<file path="config.mk">
export PLATFORM = sky130hd
export DESIGN_NAME = bam_mult_scheduler_flat
export DESIGN_NICKNAME = d
export VERILOG_FILES = /design/src/rtl/bam_mult_scheduler_if.sv /design/src/rtl/bam_mult_scheduler.sv /design/src/flat_wrapper.sv
export SDC_FILE = /design/constraint.sdc
export NUM_CORES = 1
export LEC_CHECK = 0
export BUFFER_PORTS_ARGS = -buffer_cell sky130_fd_sc_hd__buf_2
export CORE_UTILIZATION = 25
export CTS_CLUSTER_SIZE = 8
export DETAILED_ROUTE_END_ITERATION = 6
export PLACE_DENSITY = 0.51
export SLEW_MARGIN = 25
export SYNTH_ARGS = -nofsm -noshare
export SYNTH_HDL_FRONTEND = slang
export SYNTH_SLANG_ARGS = --single-unit
export TNS_END_PERCENT = 1
</file>
<file path="constraint.sdc">
create_clock -name clk -period 25.9 [get_ports clk]
set_input_delay 1.295 -clock clk [delete_from_list [all_inputs] [get_ports clk]]
set_output_delay 1.295 -clock clk [all_outputs]
set_load 0.005 [all_outputs]
</file>
<file path="src/rtl/bam_mult_scheduler_if.sv">
// Request/response bundle between accelerator lanes and the shared
// broken-array multiplier scheduler. Lanes use the master view; the
// scheduler uses the slave view.
interface bam_mult_scheduler_if #(
  parameter int N_REQ = 2,
  parameter int W     = 8,
  parameter int HW    = 4,
  parameter int VW    = 5
);
  localparam int IDW = (N_REQ > 1) ? $clog2(N_REQ) : 1;

  logic [N_REQ-1:0]    req_valid;
  logic [N_REQ-1:0]    req_ready;
  logic [N_REQ*W-1:0]  req_a;
  logic [N_REQ*W-1:0]  req_b;
  logic [N_REQ*HW-1:0] req_h;
  logic [N_REQ*VW-1:0] req_v;
  logic                rsp_valid;
  logic                rsp_ready;
  logic [IDW-1:0]      rsp_id;
  logic [2*W-1:0]      rsp_prod;

  modport master (
    output req_valid, req_a, req_b, req_h, req_v, rsp_ready,
    input  req_ready, rsp_valid, rsp_id, rsp_prod
  );

  modport slave (
    input  req_valid, req_a, req_b, req_h, req_v, rsp_ready,
    output req_ready, rsp_valid, rsp_id, rsp_prod
  );
endinterface

</file>
<file path="src/rtl/bam_mult_scheduler.sv">
// Round-robin scheduler sharing one runtime-configurable broken-array
// multiplier between N_REQ requesters. Each request carries its own
// horizontal (h) and vertical (v) break levels; the product is formed
// combinationally and captured in a single-entry valid/ready output stage.
module bam_mult_scheduler #(
  parameter int N_REQ = 2,
  parameter int W     = 8,
  parameter int HW    = 4,
  parameter int VW    = 5,
  parameter int CNT_W = 16
) (
  input  logic             clk,
  input  logic             rst_n,
  bam_mult_scheduler_if.slave bus,
  output logic [CNT_W-1:0] op_count
);
  localparam int IDW = (N_REQ > 1) ? $clog2(N_REQ) : 1;
  localparam int PW  = 2 * W;

  logic [IDW-1:0] ptr;
  logic [IDW-1:0] grant;
  logic [IDW-1:0] ptr_nxt;
  logic           found;
  logic           slot_free;
  logic           accept;
  logic [W-1:0]   sel_a;
  logic [W-1:0]   sel_b;
  logic [HW-1:0]  sel_h;
  logic [VW-1:0]  sel_v;
  logic [PW-1:0]  prod;

  // Round-robin search: first valid requester starting at ptr, wrapping.
  always_comb begin
    int unsigned idx;
    idx   = 0;
    grant = '0;
    found = 1'b0;
    for (int unsigned off = 0; off < N_REQ; off++) begin
      idx = (32'(ptr) + off) % N_REQ;
      if (!found && bus.req_valid[idx]) begin
        found = 1'b1;
        grant = IDW'(idx);
      end
    end
  end

  assign slot_free = !bus.rsp_valid || bus.rsp_ready;
  assign accept    = slot_free && found;
  assign ptr_nxt   = (32'(grant) == N_REQ - 1) ? '0 : grant + 1'b1;

  // One-hot accept towards the granted requester when the output slot frees up.
  always_comb begin
    bus.req_ready = '0;
    if (accept) bus.req_ready[grant] = 1'b1;
  end

  // Operand and break-level mux from the granted requester.
  always_comb begin
    int unsigned gi;
    gi    = 32'(grant);
    sel_a = bus.req_a[gi*W +: W];
    sel_b = bus.req_b[gi*W +: W];
    sel_h = bus.req_h[gi*HW +: HW];
    sel_v = bus.req_v[gi*VW +: VW];
  end

  // Broken-array product: keep partial-product bit a[i]&b[j] only in rows
  // j >= h and columns i+j >= v; surviving bits are summed exactly.
  always_comb begin
    prod = '0;
    for (int unsigned i = 0; i < W; i++) begin
      for (int unsigned j = 0; j < W; j++) begin
        if (sel_a[i] && sel_b[j] && (j >= 32'(sel_h)) && ((i + j) >= 32'(sel_v)))
          prod = prod + (PW'(1) << (i + j));
      end
    end
  end

  // Output register and RR pointer; reload on accept, drain on consume.
  always_ff @(posedge clk or negedge rst_n) begin
    if (!rst_n) begin
      bus.rsp_valid <= 1'b0;
      bus.rsp_id    <= '0;
      bus.rsp_prod  <= '0;
      ptr           <= '0;
    end else if (accept) begin
      bus.rsp_valid <= 1'b1;
      bus.rsp_id    <= grant;
      bus.rsp_prod  <= prod;
      ptr           <= ptr_nxt;
    end else if (bus.rsp_ready) begin
      bus.rsp_valid <= 1'b0;
    end
  end

  // Saturating count of consumed responses.
  always_ff @(posedge clk or negedge rst_n) begin
    if (!rst_n)
      op_count <= '0;
    else if (bus.rsp_valid && bus.rsp_ready && (op_count != '1))
      op_count <= op_count + 1'b1;
  end
endmodule

</file>
<file path="src/flat_wrapper.sv">
// flat-port wrapper written by rule: the top's interface ports become plain ports
module bam_mult_scheduler_flat 
#(
  parameter int N_REQ = 2,
  parameter int W     = 8,
  parameter int HW    = 4,
  parameter int VW    = 5,
  parameter int CNT_W = 16
)
  (clk, rst_n, op_count, bus_req_valid, bus_req_a, bus_req_b, bus_req_h, bus_req_v, bus_rsp_ready, bus_req_ready, bus_rsp_valid, bus_rsp_id, bus_rsp_prod);
  bam_mult_scheduler_if #(.N_REQ(N_REQ), .W(W), .HW(HW), .VW(VW)) bus_i ();
  input  logic clk;
  input  logic rst_n;
  output logic [CNT_W-1:0] op_count;
  input wire logic [$bits(bus_i.req_valid)-1:0] bus_req_valid;
  input wire logic [$bits(bus_i.req_a)-1:0] bus_req_a;
  input wire logic [$bits(bus_i.req_b)-1:0] bus_req_b;
  input wire logic [$bits(bus_i.req_h)-1:0] bus_req_h;
  input wire logic [$bits(bus_i.req_v)-1:0] bus_req_v;
  input wire logic [$bits(bus_i.rsp_ready)-1:0] bus_rsp_ready;
  output wire logic [$bits(bus_i.req_ready)-1:0] bus_req_ready;
  output wire logic [$bits(bus_i.rsp_valid)-1:0] bus_rsp_valid;
  output wire logic [$bits(bus_i.rsp_id)-1:0] bus_rsp_id;
  output wire logic [$bits(bus_i.rsp_prod)-1:0] bus_rsp_prod;
  assign bus_i.req_valid = bus_req_valid;
  assign bus_i.req_a = bus_req_a;
  assign bus_i.req_b = bus_req_b;
  assign bus_i.req_h = bus_req_h;
  assign bus_i.req_v = bus_req_v;
  assign bus_i.rsp_ready = bus_rsp_ready;
  assign bus_req_ready = bus_i.req_ready;
  assign bus_rsp_valid = bus_i.rsp_valid;
  assign bus_rsp_id = bus_i.rsp_id;
  assign bus_rsp_prod = bus_i.rsp_prod;
  bam_mult_scheduler #(.N_REQ(N_REQ), .W(W), .HW(HW), .VW(VW), .CNT_W(CNT_W)) u_core (.clk(clk), .rst_n(rst_n), .bus(bus_i), .op_count(op_count));
endmodule
</file>
## After elaboration in Yosys (flattened, before gate mapping)

Index checks and enable logic that the tools add are counted.

- Register bits: 35
- Bits of input ports: 55
- Output and inout bits: 36
- Logic and storage cells: 383

- Add/sub/neg operators: 66
- Multiply operators: 1
- $lt $le $gt $ge: 27
- Equality and inequality tests: 1
- Shift operators: 4
- Muxes and demuxes: 78
- Reductions and logical operators: 201

Operator list:

| kind | count |
|---|---|
| 16-bit 2-to-1 mux | 63 |
| 1-bit logical AND | 197 |
| 16-bit by 8-bit adder with 16-bit output, second input constant | 8 |
| 16-bit by 7-bit adder with 16-bit output, second input constant | 7 |
| 16-bit by 9-bit adder with 16-bit output, second input constant | 7 |
| 16-bit by 10-bit adder with 16-bit output, second input constant | 6 |
| 16-bit by 6-bit adder with 16-bit output, second input constant | 6 |
| 16-bit by 11-bit adder with 16-bit output, second input constant | 5 |
| 16-bit by 5-bit adder with 16-bit output, second input constant | 5 |
| 16-bit by 12-bit adder with 16-bit output, second input constant | 4 |
| 16-bit by 4-bit adder with 16-bit output, second input constant | 4 |
| 16-bit by 13-bit adder with 16-bit output, second input constant | 3 |
| 16-bit by 3-bit adder with 16-bit output, second input constant | 3 |
| 4-bit by 5-bit >= comparator with 1-bit output, first input constant | 7 |
| 16-bit by 14-bit adder with 16-bit output, second input constant | 2 |
| 16-bit by 5-bit indexed part select with 8-bit output | 2 |
| 3-bit by 5-bit >= comparator with 1-bit output, first input constant | 4 |
| 16-bit by 1-bit adder with 16-bit output, second input constant | 1 |
| 16-bit by 15-bit adder with 16-bit output, second input constant | 1 |
| 16-bit by 2-bit adder with 16-bit output, second input constant | 1 |
| 3-bit by 4-bit >= comparator with 1-bit output, first input constant | 4 |
| 16-bit inequality test, second input constant | 1 |
| 1-bit 2-to-1 mux | 13 |
| 1-bit by 5-bit >= comparator with 1-bit output, first input constant | 2 |
| other kinds (15) | 22 |

## Logic depth before layout (Yosys ltp)

Gate-level depths: netlist of run 1.

- Word-level depth: 137
- Depth in mapped cells: 132
- Gate-level depth less buffers: 121

## Worst setup path before layout of run 1

No wires, ideal clock.

- Kind: input-to-reg
- Start point: input port bus_req_h[7]
- End point: register u_core.bus.rsp_prod[15]
- Library setup time: 0.076 ns
- Arrival time: 26.071 ns
- Data required time: 25.824 ns
- Path slack: -0.247 ns
- Stages: 127
- Buffers on the path: 9
- Cell sequence: clkbuf_1 > a211oi_1 > nand4_1 > a22oi_1 > ha_1 > inv_1 > o31ai_1 > and2_1 > inv_1 > ha_1 > and3_1 > or4_1 > nand2_1 > inv_1 > ha_1 > and2_1 > clkbuf_1 > clkbuf_1 > [91 not listed] > o31ai_4 > xnor2_1 > nor3_1 > a2111oi_2 > xor3_1 > ha_1 > nand2_1 > xnor2_1 > xnor2_1 > xnor2_1 > xnor2_1 > xnor2_1 > xnor2_1 > xnor2_1 > xnor2_1 > xnor2_1 > xor3_1 > o21ai_1

- Longest elaborated chain between the ends: 131
- Elaborated cells between the ends (all ways): 264
- Those cells by class: 63 x add/sub; 8 x order compare; 1 x shift; 64 x mux; 128 x reduce/logical

Ends and longest elaborated chain:

| element | RTL line | source |
|---|---|---|
| start, declared | flat_wrapper.sv:18 | `input wire logic [$bits(bus_i.req_h)-1:0] bus_req_h;` |
| 8-bit by 4-bit indexed part select with 4-bit output (*) | bam_mult_scheduler.sv:63 | `sel_h = bus.req_h[gi*HW +: HW];` |
| 1-bit by 4-bit >= comparator with 1-bit output | bam_mult_scheduler.sv:73 | `if (sel_a[i] && sel_b[j] && (j >= 32'(sel_h)) && ((i + j) >= 32'(sel_v)))` |
| 1-bit logical AND (2 in series) | bam_mult_scheduler.sv:73 |  |
| 1-bit 2-to-1 mux | bam_mult_scheduler.sv:73 |  |
| 1-bit by 2-bit adder with 3-bit output | bam_mult_scheduler.sv:74 | `prod = prod + (PW'(1) << (i + j));` |
| 16-bit 2-to-1 mux | bam_mult_scheduler.sv:73 |  |
| 16-bit by 3-bit adder with 16-bit output | bam_mult_scheduler.sv:74 |  |
| 16-bit 2-to-1 mux | bam_mult_scheduler.sv:73 |  |
| [114 not listed] | - |  |
| 16-bit by 12-bit adder with 16-bit output | bam_mult_scheduler.sv:74 |  |
| 16-bit 2-to-1 mux | bam_mult_scheduler.sv:73 |  |
| 16-bit by 13-bit adder with 16-bit output | bam_mult_scheduler.sv:74 |  |
| 16-bit 2-to-1 mux | bam_mult_scheduler.sv:73 |  |
| 16-bit by 14-bit adder with 16-bit output | bam_mult_scheduler.sv:74 |  |
| 16-bit 2-to-1 mux | bam_mult_scheduler.sv:73 |  |
| 16-bit by 15-bit adder with 16-bit output | bam_mult_scheduler.sv:74 |  |
| 16-bit 2-to-1 mux (*) | bam_mult_scheduler.sv:73 |  |
| end signal, assigned | bam_mult_scheduler.sv:89 | `bus.rsp_prod <= prod;` |
| end, declared | bam_mult_scheduler_if.sv:30 | `output req_ready, rsp_valid, rsp_id, rsp_prod` |

Every way passes the cells marked *; elsewhere a longest branch is shown, timed or not.
A chain may end at the register's enable or synchronous reset.

## Worst setup path in the final report of run 1

Ends and elaborated chain as after synthesis.

==> impl_metrics.toml, run 1 <==
[run_status]
status = "finished, final reports clean"

[clocking]
clk_latency_ns = 0.29
clkTransAtPathRegs_ns = 0.06
clk_path_buf_depth = 2
cts.sinks = 35
root_buffer = "clkbuf_16"
numCtsBuffers = 5
cts.htree.levels = 2
cts_tree = "done"

[global_route]
overflow = 0
grt_use_total_pct = 17.3
grt_pass1_wl_um = 89800
grt_max_degree = 36
grt_pass1_vias = 16500
antenna_found_initial = 1

[logic_synthesis]
ys_seq_area_share_pct = 5.68
yosys-top-cells-area = "xnor2_1 9.5%, nand2_1 6.7%, dfrtp_1 5.7%"
synthCells = 2188
avgSynthCellArea_um2 = 7.05
synth_area_leader_cell = "xnor2_1"
ys_seq_elements = 35
syn-num-nets = 2299
synth_cell_types = 120
synthArstFlopShare_pct = 100
yosys.area.top_type_share_pct = 9.48
ys_warn_count = 0
synth_edf_count = 0
synth_ff_type = "dfrtp_1"
synth_area_um2 = 15400

[sta]
post-route-min-period_ns = 24.46
drv_slew = 0
post-route-period-util_pct = 94.4
worst_slew_margin_rel_pct = 30.2
skew_ns = 0.00463
fmax_ghz = 0.0409
worstMarginPinSlew_ns = 1.04
setup_viol = 0
setup_tns_ns = 0
hold_violations = 0
setup_ws_ns = 1.44

[setup_path]
crit_path_start = "bus_req_h[7]"
path_max_fanout = 8
reg2reg_from = "u_core.ptr"
ff2ff_path_depth = 117
critPathSlowestCell = "or4_1"
slowest_delay_ns = 0.53
reg2reg_to = "u_core.bus.rsp_prod[15]"
worstSetupStartpointType = "input pin"
cp-endpoint = "u_core.bus.rsp_prod[15]"
worstPathRequired_ns = 26.12
r2r_setup_slack_ns = 2.23
endpoint_kind = "flop"
cp.arrival_ns = 24.68
path_class = "input pin to flop"
cp_common_cell = "ha_1"

[route]
drcViolationCount = 0
via_per_inst = 5.55
drtIter0Drc = 1280
postRouteAntennaNets = 0
dr_total_vias = 17100
routed_wl_um = 55900
first_pass_iters = 5
routedWlPerCell_um = 18.1

[floorplan]
start_util_pct = 25.4
die_height_um = 250
die_w_um = 250
core_area_um2 = 60700
dieArea_um2 = 62700
row_count = 90
boundaryPins = 91

[placement]
placed_area_um2 = 17200
place_congestion = 0.923
pre_cts_ws_ns = -0.398
io_buffers = 90
hpwl_um = 46400
dp_cells = 3065

[hold_path]
min_path_type = "flop to flop"

[layout]
drive_above_1_share_pct = 15.7
final_common_cell = "nand2_1"
syn_to_final_growth_pct = 15.2
register_area_um2 = 876
stdcell_count = 3087
final_cell_mix = "275 x nand2_1, 183 x nor2_1, 161 x xnor2_1"
multiInputGateArea_um2 = 14200
n_antenna_cell = 0
final_nets = 2415
stdcell_area_um2 = 17800
fill_cells = 6546

[pwr]
leakage_nw = 6.92
ir_drop_uv = 22.9
total_power_uw = 326
power_density_nw_per_um2 = 18.4

[job]
max-cap-violations = 0
cells in the mapped netlist, types with 33 or more instances:
cell and n:
and2_1 51, mux2i_1 52, nand3_1 129, nand2_1 276, nor3_1 122, and3_1 43, nand4_1 45, clkbuf_1 48
a21oi_1 95, nor2_1 186, ha_1 56, inv_1 77, nor4_1 33, dfrtp_1 35, o21ai_0 74, xnor2_1 167
xor2_1 52, or3_1 36
sequential cells by signal, summed over array words and instances (netlist names):
name                  count
u_core.bus.rsp_id         1
u_core.ptr                1
u_core.op_count          16
u_core.bus.rsp_valid      1
u_core.bus.rsp_prod      16
power breakdown:
part | leakage, nW | switching, mW | internal [mW] | total, mW
sequential | 0.466 | 0.00954 | 0.0627 | 0.0722
clock | 0.0664 | 0.0278 | 0.0360 | 0.0639
combinational | 6.39 | 0.116 | 0.0740 | 0.190
kinds of logic after synthesis:
logic type / after synthesis / synth area share [%]
AND/OR/NAND/NOR: 1052 / 34.3
buffers and inverters: 163 / 4.27
adder cells (fa/ha/maj): 60 / 4.80
XOR/XNOR: 277 / 20.3
flip-flops: 35 / 5.68
multiplexers: 87 / 6.42
AO/OA/AOI/OAI: 514 / 24.2
worst min-delay path by stage:
stage,from,to,cells after the start
after floorplan,u_core.ptr,u_core.ptr,1
after global placement,u_core.bus.rsp_id,u_core.bus.rsp_id,1
after detailed placement,u_core.bus.rsp_prod[13],u_core.bus.rsp_prod[13],2
after CTS,u_core.bus.rsp_prod[13],u_core.bus.rsp_prod[13],2
after global routing,u_core.bus.rsp_prod[0],u_core.bus.rsp_prod[0],2
final,u_core.bus.rsp_id,u_core.bus.rsp_id,1
metrics by stage:
step	hold slack [ns]	util, %
after floorplan	0.464	-
after global placement	0.454	28.3
after detailed placement	0.469	28.3
after CTS	0.483	28.6
after global routing	0.501	29.3
final	0.477	29.3
critical path, delay by kind of cell:
family / cells / cell delay (ns)
xor gates and xnor gates: 27 / 5.98
buffers and inverters: 11 / 0.86
AOI/OAI and AO/OA: 24 / 5.05
and+or+nand+nor: 38 / 6.73
muxes: 1 / 0.34
adders and majority gates: 19 / 4.37
layer usage:
layer	vias up	GRT usage (%)	wire (um)
met1	8229	23.9	26000
met2	462	29.1	25900
met5	-	0	13
li1	8397	-	-
met4	2	3.52	1020
met3	53	1.54	3020
cell type report:
type / instances / area share [%]
Multi-Input combinational cell: 1990 / 80.2
Timing Repair Buffer: 189 / 6.72
Sequential cell: 35 / 4.93
Clock buffer: 5 / 0.704
Clock inverter: 3 / 0.134
Tap cell: 782 / 5.51
Inverter: 83 / 1.78
timing repair:
| item | 4_1_cts | 5_1_grt |
|---|---|---|
| setup endpoints to repair | 1 | 2 |
| pin swaps | 0 | 22 |
| buffers inserted | 0 | 14 |
| gates resized for setup | 5 | 51 |
| hold buffers | 0 | 0 |
No activity file was read; power rests on OpenSTA's default activity.
==> run 2, diff against run 1 <==
--- a/config.mk
+++ b/config.mk
@@ -9,7 +9,8 @@
 export CORE_UTILIZATION = 25
 export CTS_CLUSTER_SIZE = 8
 export DETAILED_ROUTE_END_ITERATION = 6
-export PLACE_DENSITY = 0.51
+export MAX_ROUTING_LAYER = met4
+export PLACE_DENSITY = 0.49
 export SLEW_MARGIN = 25
 export SYNTH_ARGS = -nofsm -noshare
 export SYNTH_HDL_FRONTEND = slang
==> run 2 against run 1 <==
  * Final area hardly changed
  * Hold slack worse by 0.0014 ns
  * Clock power is 6.3% higher
  * Register-to-register slack better by 0.07 ns
  * Final cell count hardly changed
  * Global-route usage is 0.72 points higher
  * Clock skew is 0.0028 ns higher
  * Critical path depth is 3 lower
  * Routed wire length is 1.6% higher
  * Clock-buffer cell count is 2 higher
  * Flip-flop and latch count stayed put
  * Critical path type unchanged
==> impl_metrics.toml, run 2 (synthesis results as in run 1) <==
[run_status]
status = "finished, final reports clean"

[setup_path]
slowest_delay_ns = 0.53
cp_top_family = "simple AND/OR/NAND/NOR gates"
worstSetupStartpointType = "input pin"
path_buf_inv = 10
critPathSlowestCell = "nor3b_1"
path_class = "input pin to flop"
endpoint_kind = "flop"
cp_common_cell = "ha_1"
cp.arrival_ns = 24.65
worstPathRequired_ns = 26.12
path_max_fanout = 7

[global_route]
grt_pass1_wl_um = 89500
antenna_found_initial = 4
grt_use_met2_pct = 29.4
met1_usage_pct = 24.3
met3_usage_pct = 1.41
overflow = 0
grt-busiest-layer = "met2"
grt_use_total_pct = 18.0
grt_max_degree = 37
grt_pass1_vias = 16200

[sta]
setup_ws_ns = 1.46
skew_ns = 0.00739
worst_slew_margin_rel_pct = 12.5
hold_violations = 0
setup_tns_ns = 0
post-route-period-util_pct = 94.3
worstMarginPinSlew_ns = 1.30
drv_slew = 0
post-route-min-period_ns = 24.44
fmax_ghz = 0.0409
setup_viol = 0

[floorplan]
boundaryPins = 91
row_count = 90
dieArea_um2 = 62700
die_height_um = 250
die_w_um = 250
start_util_pct = 25.4
core_area_um2 = 60700

[placement]
pre_cts_ws_ns = -0.287
placed_area_um2 = 17200
hpwl_um = 47200
place_congestion = 0.926
io_buffers = 90

[route]
routed_wl_um = 56800
postRouteAntennaNets = 0
routedWlPerCell_um = 18.4
first_pass_iters = 5
dr_total_vias = 17000
via_per_inst = 5.51
drtIter0Drc = 993
drcViolationCount = 0

[layout]
reg_top3 = "u_core.bus.rsp_prod (16), u_core.op_count (16)"
drive_above_1_share_pct = 15.7
syn_to_final_growth_pct = 15.1
fill_cells = 6645
final_nets = 2412
stdcell_area_um2 = 17800
final_cell_mix = "273 x nand2_1, 182 x nor2_1, 160 x xnor2_1"
final_common_cell = "nand2_1"

[pwr]
power_density_nw_per_um2 = 18.5
leakage_nw = 6.91
ir_drop_uv = 22.0

[clocking]
cts.sinks = 35
clk_path_buf_depth = 2
clk_latency_ns = 0.29
cts.htree.levels = 2
clkTransAtPathRegs_ns = 0.06
cts_tree = "done"
ctsHoldBuffers = 0
numCtsBuffers = 5
root_buffer = "clkbuf_16"

[hold_path]
min_path_type = "flop to flop"

[job]
max-cap-violations = 0
[run 2: power breakdown]
| part | switching [mW] | total, mW | internal [mW] |
|---|---|---|---|
| Clock | 0.0269 | 0.0679 | 0.0410 |
| Combinational | 0.115 | 0.188 | 0.0736 |
| Sequential | 0.00991 | 0.0726 | 0.0627 |
| Total | 0.152 | 0.329 | 0.177 |
[run 2: timing repair]
item	in CTS	in global routing
pin swaps	0	22
buffers inserted	0	7
endpoints found under the hold margin	0	0
setup endpoints to repair	1	2
resized for setup	1	54
[run 2: per-layer routing]
metal  routed length, um  part of all wire (%)
met5                   0                     0
met4                1210                   2.1
met3                2200                   3.9
met2               26300                    46
met1               27100                    48
[run 2: worst paths after layout]
check | startpoint | endpoint | slack, ns | cells after the start
min in group asynchronous | rst_n | u_core.op_count[4] | 1.13 | 1
worst max-delay path | bus_req_h[6] | u_core.bus.rsp_prod[15] | 1.46 | 117
max in group asynchronous | rst_n | u_core.op_count[7] | 24.21 | 1
worst max register to register | u_core.ptr | u_core.bus.rsp_prod[15] | 2.30 | 116
worst min-delay path | u_core.bus.rsp_id | u_core.bus.rsp_id | 0.48 | 1
worst min register to register | u_core.bus.rsp_id | u_core.bus.rsp_id | 0.48 | 1
[run 2: per-stage QoR]
stage / util (%) / total power [mW] / hold slack, ns / instances
final: 29.2 / 0.329 / 0.476 / 3086
after global routing: 29.2 / 0.351 / 0.486 / 3086
after CTS: 28.6 / 0.326 / 0.483 / 3077
after detailed placement: 28.4 / 0.257 / 0.469 / 3069
after global placement: 28.4 / 0.254 / 0.455 / 3069
after floorplan: - / 0.196 / 0.464 / 2188
[run 2: worst reg2reg max path, delay by kind of cell, from the launching register on]
kind	cells	cell delay (ns)
DFF	1	0.40
and+or+nand+nor	40	7.11
adders and majority gates	18	4.22
xor gates and xnor gates	28	6.33
AOI/OAI and AO/OA	19	4.03
muxes	2	0.56
buffers and inverters	9	0.86
[run 2: area by class of cell]
type / instances / area (um2) / share of cell area [%]
clock buffers: 7 / 153 / 0.860
flip-flops and latches: 35 / 876 / 4.93
inverters: 83 / 315 / 1.78
clock inverters: 1 / 7.51 / 0.0423
multi-input cells: 1990 / 14200 / 80.3
repair buffers: 186 / 1170 / 6.60
diodes: 2 / 5.00 / 0.0282
well taps: 782 / 978 / 5.51
